## src/rtl/rle_pixel_decoder.sv

```systemverilog
// Run-length pixel decoder: expands RL7/RL3 command bytes into 8-bit colour indices for one line.
// Optional RLE_ERROR_EN adds a sticky err_overrun output for truncated runs and input underrun.
module rle_pixel_decoder #(
    parameter int COL_BITS = 10
) (
    input  logic                clk,
    input  logic                reset,
    input  logic                rl3_mode,
    input  logic [COL_BITS-1:0] line_width,
    input  logic                line_start,
    output logic                line_done,
    input  logic                in_write,
    input  logic [7:0]          in_pixel,
    output logic                in_strobe,
    output logic                out_write,
    output logic [7:0]          out_pixel,
    input  logic                out_strobe
`ifdef RLE_ERROR_EN
    ,
    output logic                err_overrun
`endif
);

    typedef enum logic [1:0] {
        S_CMD   = 2'd0,
        S_COUNT = 2'd1,
        S_EMIT  = 2'd2,
        S_DONE  = 2'd3
    } state_t;

    localparam logic [COL_BITS-1:0] ONE     = COL_BITS'(1);
    localparam logic [COL_BITS:0]   ONE_EXT = (COL_BITS + 1)'(1);

    state_t              state_q;
    logic                mode_q;
    logic [COL_BITS-1:0] width_q;
    logic [COL_BITS-1:0] column_q;
    logic [COL_BITS-1:0] rem_q;
    logic                half_q;
    logic [2:0]          col_a_q;
    logic [2:0]          col_b_q;
    logic [7:0]          pixel_q;
    logic                line_done_q;

    logic [COL_BITS-1:0] col_next_d;
    logic [COL_BITS-1:0] line_left_d;
    logic [COL_BITS:0]   left_ext_d;
    logic [COL_BITS-1:0] pairs_left_d;
    logic                eol_hit_d;
    logic                run_end_d;

    assign col_next_d   = column_q + ONE;
    assign line_left_d  = width_q - column_q;
    // Wide by one bit so a 1023-pixel remainder still rounds up to 512 pairs.
    assign left_ext_d   = {1'b0, line_left_d} + ONE_EXT;
    assign pairs_left_d = left_ext_d[COL_BITS:1];
    assign eol_hit_d    = (col_next_d == width_q);
    assign run_end_d    = mode_q ? (half_q && (rem_q == ONE)) : (rem_q == ONE);

    assign in_strobe = in_write && ((state_q == S_CMD) || (state_q == S_COUNT)) && !line_start;
    assign out_write = (state_q == S_EMIT);
    assign out_pixel = pixel_q;
    assign line_done = line_done_q;

    always_ff @(posedge clk or posedge reset) begin
        if (reset) begin
            state_q     <= S_DONE;
            mode_q      <= 1'b0;
            width_q     <= '0;
            column_q    <= '0;
            rem_q       <= '0;
            half_q      <= 1'b0;
            col_a_q     <= 3'd0;
            col_b_q     <= 3'd0;
            pixel_q     <= 8'd0;
            line_done_q <= 1'b1;
        end else if (line_start) begin
            mode_q   <= rl3_mode;
            width_q  <= line_width;
            column_q <= '0;
            rem_q    <= '0;
            half_q   <= 1'b0;
            if (line_width == '0) begin
                state_q     <= S_DONE;
                line_done_q <= 1'b1;
            end else begin
                state_q     <= S_CMD;
                line_done_q <= 1'b0;
            end
        end else begin
            case (state_q)
                S_CMD: begin
                    if (in_write) begin
                        if (mode_q) begin
                            col_a_q <= in_pixel[6:4];
                            col_b_q <= in_pixel[2:0];
                            pixel_q <= {5'd0, in_pixel[6:4]};
                        end else begin
                            pixel_q <= {1'b0, in_pixel[6:0]};
                        end
                        if (in_pixel[7]) begin
                            state_q <= S_COUNT;
                        end else begin
                            rem_q   <= ONE;
                            state_q <= S_EMIT;
                        end
                    end
                end
                S_COUNT: begin
                    if (in_write) begin
                        if (in_pixel != 8'd0) begin
                            rem_q <= COL_BITS'(in_pixel);
                        end else begin
                            rem_q <= mode_q ? pairs_left_d : line_left_d;
                        end
                        state_q <= S_EMIT;
                    end
                end
                S_EMIT: begin
                    if (out_strobe) begin
                        column_q <= col_next_d;
                        if (mode_q) begin
                            if (!half_q) begin
                                half_q  <= 1'b1;
                                pixel_q <= {5'd0, col_b_q};
                            end else begin
                                half_q  <= 1'b0;
                                rem_q   <= rem_q - ONE;
                                pixel_q <= {5'd0, col_a_q};
                            end
                        end else begin
                            rem_q <= rem_q - ONE;
                        end
                        // End of line wins over end of run, even part-way through a pair.
                        if (eol_hit_d) begin
                            state_q     <= S_DONE;
                            line_done_q <= 1'b1;
                        end else if (run_end_d) begin
                            state_q <= S_CMD;
                        end
                    end
                end
                default: begin
                    state_q <= S_DONE;
                end
            endcase
        end
    end

`ifdef RLE_ERROR_EN
    logic       err_q;
    logic [6:0] idle_q;

    always_ff @(posedge clk or posedge reset) begin
        if (reset) begin
            err_q  <= 1'b0;
            idle_q <= 7'd0;
        end else if (line_start) begin
            err_q  <= 1'b0;
            idle_q <= 7'd0;
        end else begin
            if (((state_q == S_CMD) || (state_q == S_COUNT)) && !in_write) begin
                if (idle_q != 7'd64) begin
                    idle_q <= idle_q + 7'd1;
                end
                if (idle_q >= 7'd63) begin
                    err_q <= 1'b1;
                end
            end else begin
                idle_q <= 7'd0;
            end
            if ((state_q == S_EMIT) && out_strobe && eol_hit_d &&
                ((rem_q > ONE) || (mode_q && !half_q))) begin
                err_q <= 1'b1;
            end
        end
    end

    assign err_overrun = err_q;
`endif

endmodule

```

## config.mk

```make
export PLATFORM = sky130hd
export DESIGN_NAME = rle_pixel_decoder
export DESIGN_NICKNAME = d
export VERILOG_FILES = /design/src/rtl/rle_pixel_decoder.sv
export SDC_FILE = /design/constraint.sdc
export NUM_CORES = 1
export LEC_CHECK = 0
export BUFFER_PORTS_ARGS = -buffer_cell sky130_fd_sc_hd__buf_2
export CORE_MARGIN = 2
export CORE_UTILIZATION = 61
export CTS_BUF_LIST = sky130_fd_sc_hd__clkbuf_8
export CTS_CLUSTER_DIAMETER = 150
export DETAILED_ROUTE_END_ITERATION = 10
export PLACE_DENSITY = 0.79
export SYNTH_ARGS = -nofsm -noshare
export SYNTH_HDL_FRONTEND = slang
export SYNTH_SLANG_ARGS = --single-unit
```

## constraint.sdc

```tcl
create_clock -name clk -period 5.71 [get_ports clk]
set_input_delay 0.2855 -clock clk [delete_from_list [all_inputs] [get_ports clk]]
set_output_delay 0.2855 -clock clk [all_outputs]
set_load 0.1 [all_outputs]
```

# [Word level (Yosys, flattened, before mapping)]
# Index checks and enable logic that the tools add are counted.
[word_totals] elab_cells=88 output_inout_bits=11 register_bits=49 in_bits=24
[op_classes] reduce_logical=21 mux=39 n_eq_ne=13 bitwise_logic=1 addsub=4
[op_table] op="10-bit two-way mux" n=12
[op_table] op="10-bit case mux with 3 select lines" n=1
[op_table] op="8-bit two-way mux" n=3
[op_table] op="2-bit two-way mux" n=8
[op_table] op="8-bit case mux with 2 select lines" n=1
[op_table] op="10-bit by 1-bit adder with 11-bit output (second input constant)" n=1
[op_table] op="1-bit two-way mux" n=11
[op_table] op="10-bit by 1-bit adder with 10-bit output (second input constant)" n=1
[op_table] op="10-bit by 1-bit equality test with 1-bit output (second input constant)" n=1
[op_table] op="10-bit equality test" n=1
[op_table] op="10-bit zero test" n=1
[op_table] op="2-bit nonzero test" n=5
[op_table] op="10-bit by 1-bit subtractor with 10-bit output (second input constant)" n=1
[op_table] op="10-bit subtractor" n=1
[op_table] op="3-bit != test (second input constant)" n=3
[op_table] op="4-bit AND reduction" n=2
[op_table] op="8-bit nonzero test" n=1
[op_table] op="7-bit two-way mux" n=1
[op_table] op="2-bit case mux with 3 select lines" n=1
[op_table] op="3-bit AND reduction" n=2
[op_table] op="6-bit AND reduction" n=1
[op_table] op="5-bit AND reduction" n=1
[op_table] op="2-bit by 1-bit != test with 1-bit output (second input constant)" n=2
[op_table] op="4-bit by 2-bit != test with 1-bit output (second input constant)" n=1
[op_table] op="13 further kinds" n=15

# [Depth between registers and ports, before layout]
# Gate-level depths: netlist of the first run.
[logic_depth] depth_word=8 mapped_depth=11 depth_no_buf=11

# [Worst setup path before layout of the first run]
# Ideal clock, no wire load.
[synth_timing] path_kind="register to output" startpoint="register state_q[0]" endpoint="output port in_strobe" n_path_buf=1 slack_ps=2304 required_ps=5424 arrival_time_ps=3121 stages_incl_launch_ff=5 path_cell_list="dfstp_2 ha_1 buf_2 nor2_1 nor3b_1"
[synth_between] elab_chain_cells=4 word_cells_on_any_way=5 cone_classes="1 x eq/ne; 4 x reduce/logical"
[synth_lines] item="start: declaration" line="34" text="state_t state_q;"
[synth_lines] item="start signal: assignment" line="67" text="state_q <= S_DONE;"
[synth_lines] item="start signal: assignment" line="84" text="state_q <= S_DONE;"
[synth_lines] item="start signal: assignment" line="87" text="state_q <= S_CMD;"
[synth_lines] item="2-bit by 1-bit equality test with 1-bit output or 2-bit zero test (tied branches)" line="60" text="assign in_strobe = in_write && ((state_q == S_CMD) || (state_q == S_COUNT)) && !line_start;"
[synth_lines] item="1-bit logical OR (*)" line="60"
[synth_lines] item="1-bit logical AND (*) (2 in series)" line="60"
[synth_lines] item="end: declaration" line="14" text="output logic in_strobe,"
# Every way passes the cells marked *; elsewhere a longest branch is shown, timed or not.

# [Worst setup path in the final report of the first run]
[layout_timing] startpoint="register state_q[1]" endpoint="register pixel_q[0], in the netlist out_pixel[0]"
[layout_between] elab_chain_cells=3 word_cells_on_any_way=8 cone_classes="4 x eq/ne; 1 x mux; 3 x reduce/logical"
[layout_lines] item="2-bit equality test or 2-bit zero test (tied branches)" line="91" text="case (state_q)"
[layout_lines] item="2-bit by 1-bit != test with 1-bit output (no line), or another cell as far along"
[layout_lines] item="5-bit AND reduction (no line)"
[layout_lines] item="end signal: assignment" line="97" text="pixel_q <= {5'd0, in_pixel[6:4]};"
[layout_lines] item="end signal: assignment" line="99" text="pixel_q <= {1'b0, in_pixel[6:0]};"
[layout_lines] item="end signal: assignment" line="125" text="pixel_q <= {5'd0, col_b_q};"
[layout_lines] item="end: declaration" line="42" text="logic [7:0] pixel_q;"
# Several ways; a longest one is shown, not always the timed one.
# A chain may end at the register's enable or synchronous reset.

==> metrics.md, run 1 <==
| Metric | Value |
|---|---|
| Status | finished, final reports clean |
| R2R Path End | out_pixel[0] |
| Final nets | 478 |
| Clock net sink count | 48 |
| Design Power | 1.52 mW |
| Finished Layout Cells | 512 |
| Worst Path Required | 5.91 ns |
| Final hold violation count | 0 |
| Minimum clock period | 2.88 ns |
| Tot GR Track Use | 27.1% |
| CP Class | register to register |
| First-pass GRT wire length | 14.1 mm |
| Vias post-DR | 3,179 |
| Crit. Startpoint | state_q[1] |
| Synth Instances | 416 |
| Setup tns final | 0 ns |
| Initial antenna violation count | 0 |
| Post-route ant nets | 0 |
| GRT overflow | 0 |
| Number of distinct library cells after synthesis | 75 |
| Area delta synth->final | 6.86% |
| Wire length per cell | 16.7 um |
| Post_cts resized | 0 |
| RSZ-0062 raised after global routing | no |
| Die Span X | 81.9 um |
| Pre-antenna DRT Iters | 5 |
| Rows | 28 |
| CTS root buffer | clkbuf_8 |
| Max-slew headroom | 21.3% |
| Worst-Margin Slew | 1.17 ns |
| Power Dens Cells | 384 mW/mm2 |
| Hpwl dp | 6.47 mm |
| Largest stage delay on the critical path | 0.99 ns |
| Crit end category | register |
| Yosys reg bits | 48 |
| CP Launch Type | register |
| Adder-cell share of the synthesized area | 6.28% |
| Core ar. | 0.00589 mm2 |
| Post-synthesis compound-gate area fraction | 21.2% |
| Clock skew | 0.00403 ns |
| Critical Path AT | 3.08 ns |
| Setup Buffers After CTS | 0 |
| Num CTS Buffers | 5 |
| DIE AREA | 0.00671 mm2 |
| Worst hold path class | input pin to async pin |
| Reg2Reg Setup Slack | 2.83 ns |
| Syn nets | 458 |
| VDD IR max | 0.400 mV |
| Vias per cell | 6.21 |
| Reg2Reg Launch Point | state_q[1] |
| Crit Path Max Fanout | 22 |
| Most frequent cells in the layout | dfrtp_1, buf_2, nand2_1 |
| Starting density of the core | 62.9% |
| Largest net degree at the start of global routing | 49 |
| Top Ports | 35 |
| Post-Syn Area | 0.00370 mm2 |
| Layout cells sized above 1 | 17.6% |
| Total Wirelength | 8.53 mm |
| XOR/XNOR Fraction of Synth Area | 8.48% |
| Syn_area_per_cell | 8.91 um2 |
| Placer Congestion | 0.944 |
| Yosys warnings | 0 |
| Register area share after synthesis | 32.5% |
| Slowest stage cell, crit path | a211oi_1 |
| Clock buffer depth | 2 |
| Final instance area | 0.00396 mm2 |
| Clock tree from TritonCTS | built |
| Number of hold buffers added after cts | 0 |
| Number of global-route vias before repair | 3,031 |
| DP Cell Count | 504 |
| FFs w/ async S/R, synth | 100% |
| Number of H-tree levels | 2 |
| Leak | 1.69 nW |
| R2R depth | 4 |
| Most common library cell in the layout ignoring fill and taps | dfrtp_1 |
| Port bufs | 33 |
| Clock slew at reported path FFs | 0.10 ns |
| Final setup viols | 0 |
| Synth Flop Type | dfrtp_1 |
| Largest family of logic cells by synthesized area | compound AO/OA/AOI/OAI gates |
| Achievable Freq | 347 MHz |
| Number of synthesized flops with an enable pin | 0 |
| Max-Cap Viols | 0 |
| Worst-path cell chain | ha_1 -> mux2i_1 -> a211oi_1 -> mux2_2 |
| Die H | 81.9 um |
| Simple-gate share of the synthesized area | 18.6% |
| N_diodes | 0 |
| Final slew viol count | 0 |
| Placed instance area | 0.00384 mm2 |
| Mux contribution to synthesized area | 6.52% |
| Period utilization | 50.4% |
| # DRC | 0 |
| Initial DRC Count | 137 |
| Skew-Pair Late Insertion Delay | 0.31 ns |
## synthesized netlist by cell type (all sizes together), types with 4 or more instances
cell,instances,area [um2]
a211oi,6,45.0
a21oi,18,90.1
a22oi,4,30.0
and2,4,25.0
buf,6,47.5
clkbuf,14,72.6
dfrtp,45,1130
ha,17,213
inv,30,113
mux2,17,191
mux2i,5,50.1
nand2,32,128
nand2b,5,31.3
nand3,19,95.1
nand4,4,25.0
nor2,30,113
nor2b,7,43.8
nor3,8,45.0
o21a,6,45.0
o21ai,23,115
o22ai,4,25.0
o31ai,4,30.0
or4,6,48.8
xnor2,24,218
xor2,11,96.3
## logic make-up (layout without fill, tap and decap cells)
family          after synthesis  after routing
simple gates                132            132
compound gates              110            110
buf+inv                      50             71
flops                        48             48
xor+xnor                     35             35
mux                          22             22
fa+ha+maj                    18             18
other cells                   1              1
## flip-flops by register name, indices dropped and copies added (netlist names), 2 cells and up
register	count
column_q	10
rem_q	10
width_q	10
out_pixel	7
col_a_q	3
col_b_q	3
state_q	2
## metal layers
metal	up-vias	track usage [%]	share of wire (%)
met1	1516	32.9	43
met4	0	9.83	2.4
met5	-	0	0
met3	22	2.97	4.1
met2	94	49.3	50
li1	1547	-	-
## worst max path at each step
| stage | end | slack (ns) | cells past startpoint |
|---|---|---|---|
| 2_1_floorplan | in_strobe | 2.30 | 4 |
| 3_3_place_gp | rem_q[6] | 2.99 | 8 |
| 3_5_place_dp | out_pixel[0] | 2.92 | 4 |
| 4_1_cts | rem_q[7] | 2.88 | 7 |
| 5_1_grt | out_pixel[0] | 2.60 | 4 |
| 6_report | out_pixel[0] | 2.83 | 4 |
## critical path, delay by kind of cell (launching register included)
family	cells	cell delay, ns
fa+ha+maj	1	0.64
mux	2	0.58
compound gates	1	0.99
flops	1	0.56
## power by group
part	internal (mW)	switching [mW]	total [mW]
Sequential	0.419	0.0632	0.482
Combinational	0.268	0.511	0.779
Clock	0.132	0.126	0.258
## metrics by stage
step	util (%)	hold WS, ns	setup slack [ns]
3_5_place_dp	65.3	0.494	2.92
3_3_place_gp	65.3	0.489	2.99
2_1_floorplan	-	0.402	2.30
6_report	67.3	0.198	2.83
4_1_cts	67.3	0.196	2.88
5_1_grt	67.3	0.215	2.60
## layout make-up
class	count	area, um2
timing repair buffer	33	165
tap	75	93.8
multi-input combinational	318	2270
fill	493	1930
clock buffer	5	68.8
inverter	30	113
clock inverter	3	46.3
sequential	48	1200
Power figures use the tool's default switching activity.
==> run 2: changes to the inputs <==
clock period = 2.9 ns   (was 5.71 ns; I/O delays follow)
==> metrics.md, run 2 (synthesis results as in run 1) <==
| Metric | Value |
|---|---|
| VDD IR max | 0.574 mV (+43%) |
| Leak | 1.74 nW (+3.1%) |
| Final nets | 487 (+1.9%) |
| R2R depth | 9 (+5) |
| N_diodes | 0 (unchanged) |
| Initial DRC Count | 182 (+33%) |
| Final slew viol count | 0 (unchanged) |
| CP Launch Type | register |
| Grt met1 use | 35.0% (+2.1 points) |
| Vias per cell | 6.23 (+0.31%) |
| Pre-antenna DRT Iters | 5 (unchanged) |
| Power Dens Cells | 752 mW/mm2 (+96%) |
| Vias post-DR | 3,245 (+2.1%) |
| Final setup viols | 0 (unchanged) |
| Skew-Pair Late Insertion Delay | 0.31 ns (about the same) |
| Core ar. | 0.00589 mm2 (unchanged) |
| Worst hold path class | input pin to async pin |
| R2R Path End | rem_q[4] |
| Clock buffer depth | 2 (unchanged) |
| Worst Path Required | 3.09 ns (-2.82 ns) |
| Tot GR Track Use | 28.6% (+1.5 points) |
| Rows | 28 (unchanged) |
| CTS root buffer | clkbuf_8 |
| Final hold violation count | 0 (unchanged) |
| Achievable Freq | 382 MHz (+10%) |
| Die Span X | 81.9 um (unchanged) |
| Minimum hold slack | 0.0635 ns (-0.135 ns) |
| Top Ports | 35 (unchanged) |
| Number of H-tree levels | 2 (unchanged) |
| First-pass GRT wire length | 15.0 mm (+6.0%) |
| CP Class | register to register |
| GRT overflow | 0 (unchanged) |
| DIE AREA | 0.00671 mm2 (unchanged) |
| RSZ-0062 raised after global routing | no |
| Hpwl dp | 6.67 mm (+3.1%) |
| Most Used Layer, Global Route | met2 |
| Clock net sink count | 48 (unchanged) |
| Placer Congestion | 0.895 (-5.2%) |
| Grt met3 use | 5.38% (+2.4 points) |
| Initial antenna violation count | 0 (unchanged) |
| M2 GR Usage | 49.4% (+0.16 points) |
| Max-slew headroom | 30.9% (+9.6 points) |
| Area delta synth->final | 8.88% |
| # DRC | 0 (unchanged) |
| Reg2Reg Launch Point | column_q[2] |
| Layout cells sized above 1 | 19.7% (+2.1 points) |
| Number of hold buffers added after cts | 0 (unchanged) |
| Clock skew | 0.00833 ns (+0.00430 ns) |
| Top Registers | column_q x10, rem_q x10, width_q x10 |
| Most common library cell in the layout ignoring fill and taps | dfrtp_1 |
| Number of global-route vias before repair | 3,272 (+8.0%) |
| Clock slew at reported path FFs | 0.09 ns (about the same) |
| Clock tree from TritonCTS | built |
| Reg2Reg Setup Slack | 0.29 ns (-2.55 ns) |
| Crit end category | register |
| Die H | 81.9 um (unchanged) |
| Max-Cap Viols | 0 (unchanged) |
| Worst-Margin Slew | 1.04 ns (-0.137 ns) |
| Port bufs | 33 (unchanged) |
| Setup tns final | 0 ns (unchanged) |
| Num CTS Buffers | 5 (unchanged) |
| Final Util | 68.5% (+1.3 points) |
| Crit Path Max Fanout | 7 (-68%) |
| Period utilization | 90.2% (+40 points) |
| Starting density of the core | 62.9% (unchanged) |
| Largest net degree at the start of global routing | 49 (unchanged) |
| Post-route ant nets | 0 (unchanged) |
| Most frequent cells in the layout | dfrtp_1, buf_2, nand2_1 |
| Status | finished, final reports clean |
| Total Wirelength | 8.83 mm (+3.4%) |
| Minimum clock period | 2.61 ns (-0.263 ns) |
| Critical Path AT | 2.81 ns (-0.27 ns) |
| Wire length per cell | 16.9 um (+1.7%) |
-- run 2: changes by cell type in the layout (fill, tap and decap cells not counted), sizes merged --
cell / before / now
clkinv: 0 / 1
clkinvlp: 1 / 0
buf: 33 / 42
-- run 2: repair_timing --
item | CTS | global route
setup endpoints to repair | 0 | 1
setup buffers | 0 | 0
resized for setup | 0 | 2
hold endpoints to repair | 0 | 0
-- run 2: critical path, cell delays in order (launching register included) --
cell     delay, ns
dfrtp_1       0.44
inv_1         0.10
ha_1          0.35
o21ai_0       0.19
a21oi_1       0.09
o21ai_0       0.42
o31a_1        0.33
xnor2_1       0.15
a21oi_1       0.09
a221o_1       0.33
-- run 2: worst max path at each step --
| stage | start | end | slack, ns |
|---|---|---|---|
| 2_1_floorplan | state_q[1] | out_pixel[0] | 0.06 |
| 6_report | column_q[2] | rem_q[4] | 0.29 |
| 3_3_place_gp | column_q[0] | rem_q[4] | 0.35 |
| 5_1_grt | column_q[0] | rem_q[6] | 0.03 |
| 4_1_cts | column_q[0] | rem_q[4] | 0.23 |
| 3_5_place_dp | column_q[0] | rem_q[4] | 0.25 |
-- run 2: cell type report --
cell class                 count  area [um2]
multi-input combinational    318        2280
fill                         504        1850
sequential                    48        1200
timing repair buffer          42         233
inverter                      30         113
tap                           75        93.8
clock buffer                   5        68.8
clock inverter                 3        38.8
-- run 2: report_power, final --
part | internal, mW | switching [mW] | leakage (nW) | total, mW
clock | 0.253 | 0.228 | 0.0593 | 0.481
combinational | 0.564 | 1.05 | 1.07 | 1.61
sequential | 0.825 | 0.115 | 0.613 | 0.940
-- run 2: per-stage QoR --
step / cell area, um2 / setup WS (ns) / power (mW) / instances
after global routing: 4030 / 0.0289 / 3.25 / 521
after floorplan: 3710 / 0.0583 / 2.22 / 416
after global placement: 3920 / 0.353 / 2.50 / 513
after detailed placement: 3920 / 0.246 / 2.55 / 513
after CTS: 4020 / 0.230 / 3.03 / 521
final: 4030 / 0.285 / 3.03 / 521
-- run 2: metal layers --
layer | vias up | wire (um)
met5 | - | 0
met4 | 0 | 245
met3 | 27 | 393
met2 | 93 | 4480
met1 | 1564 | 3700
li1 | 1561 | -
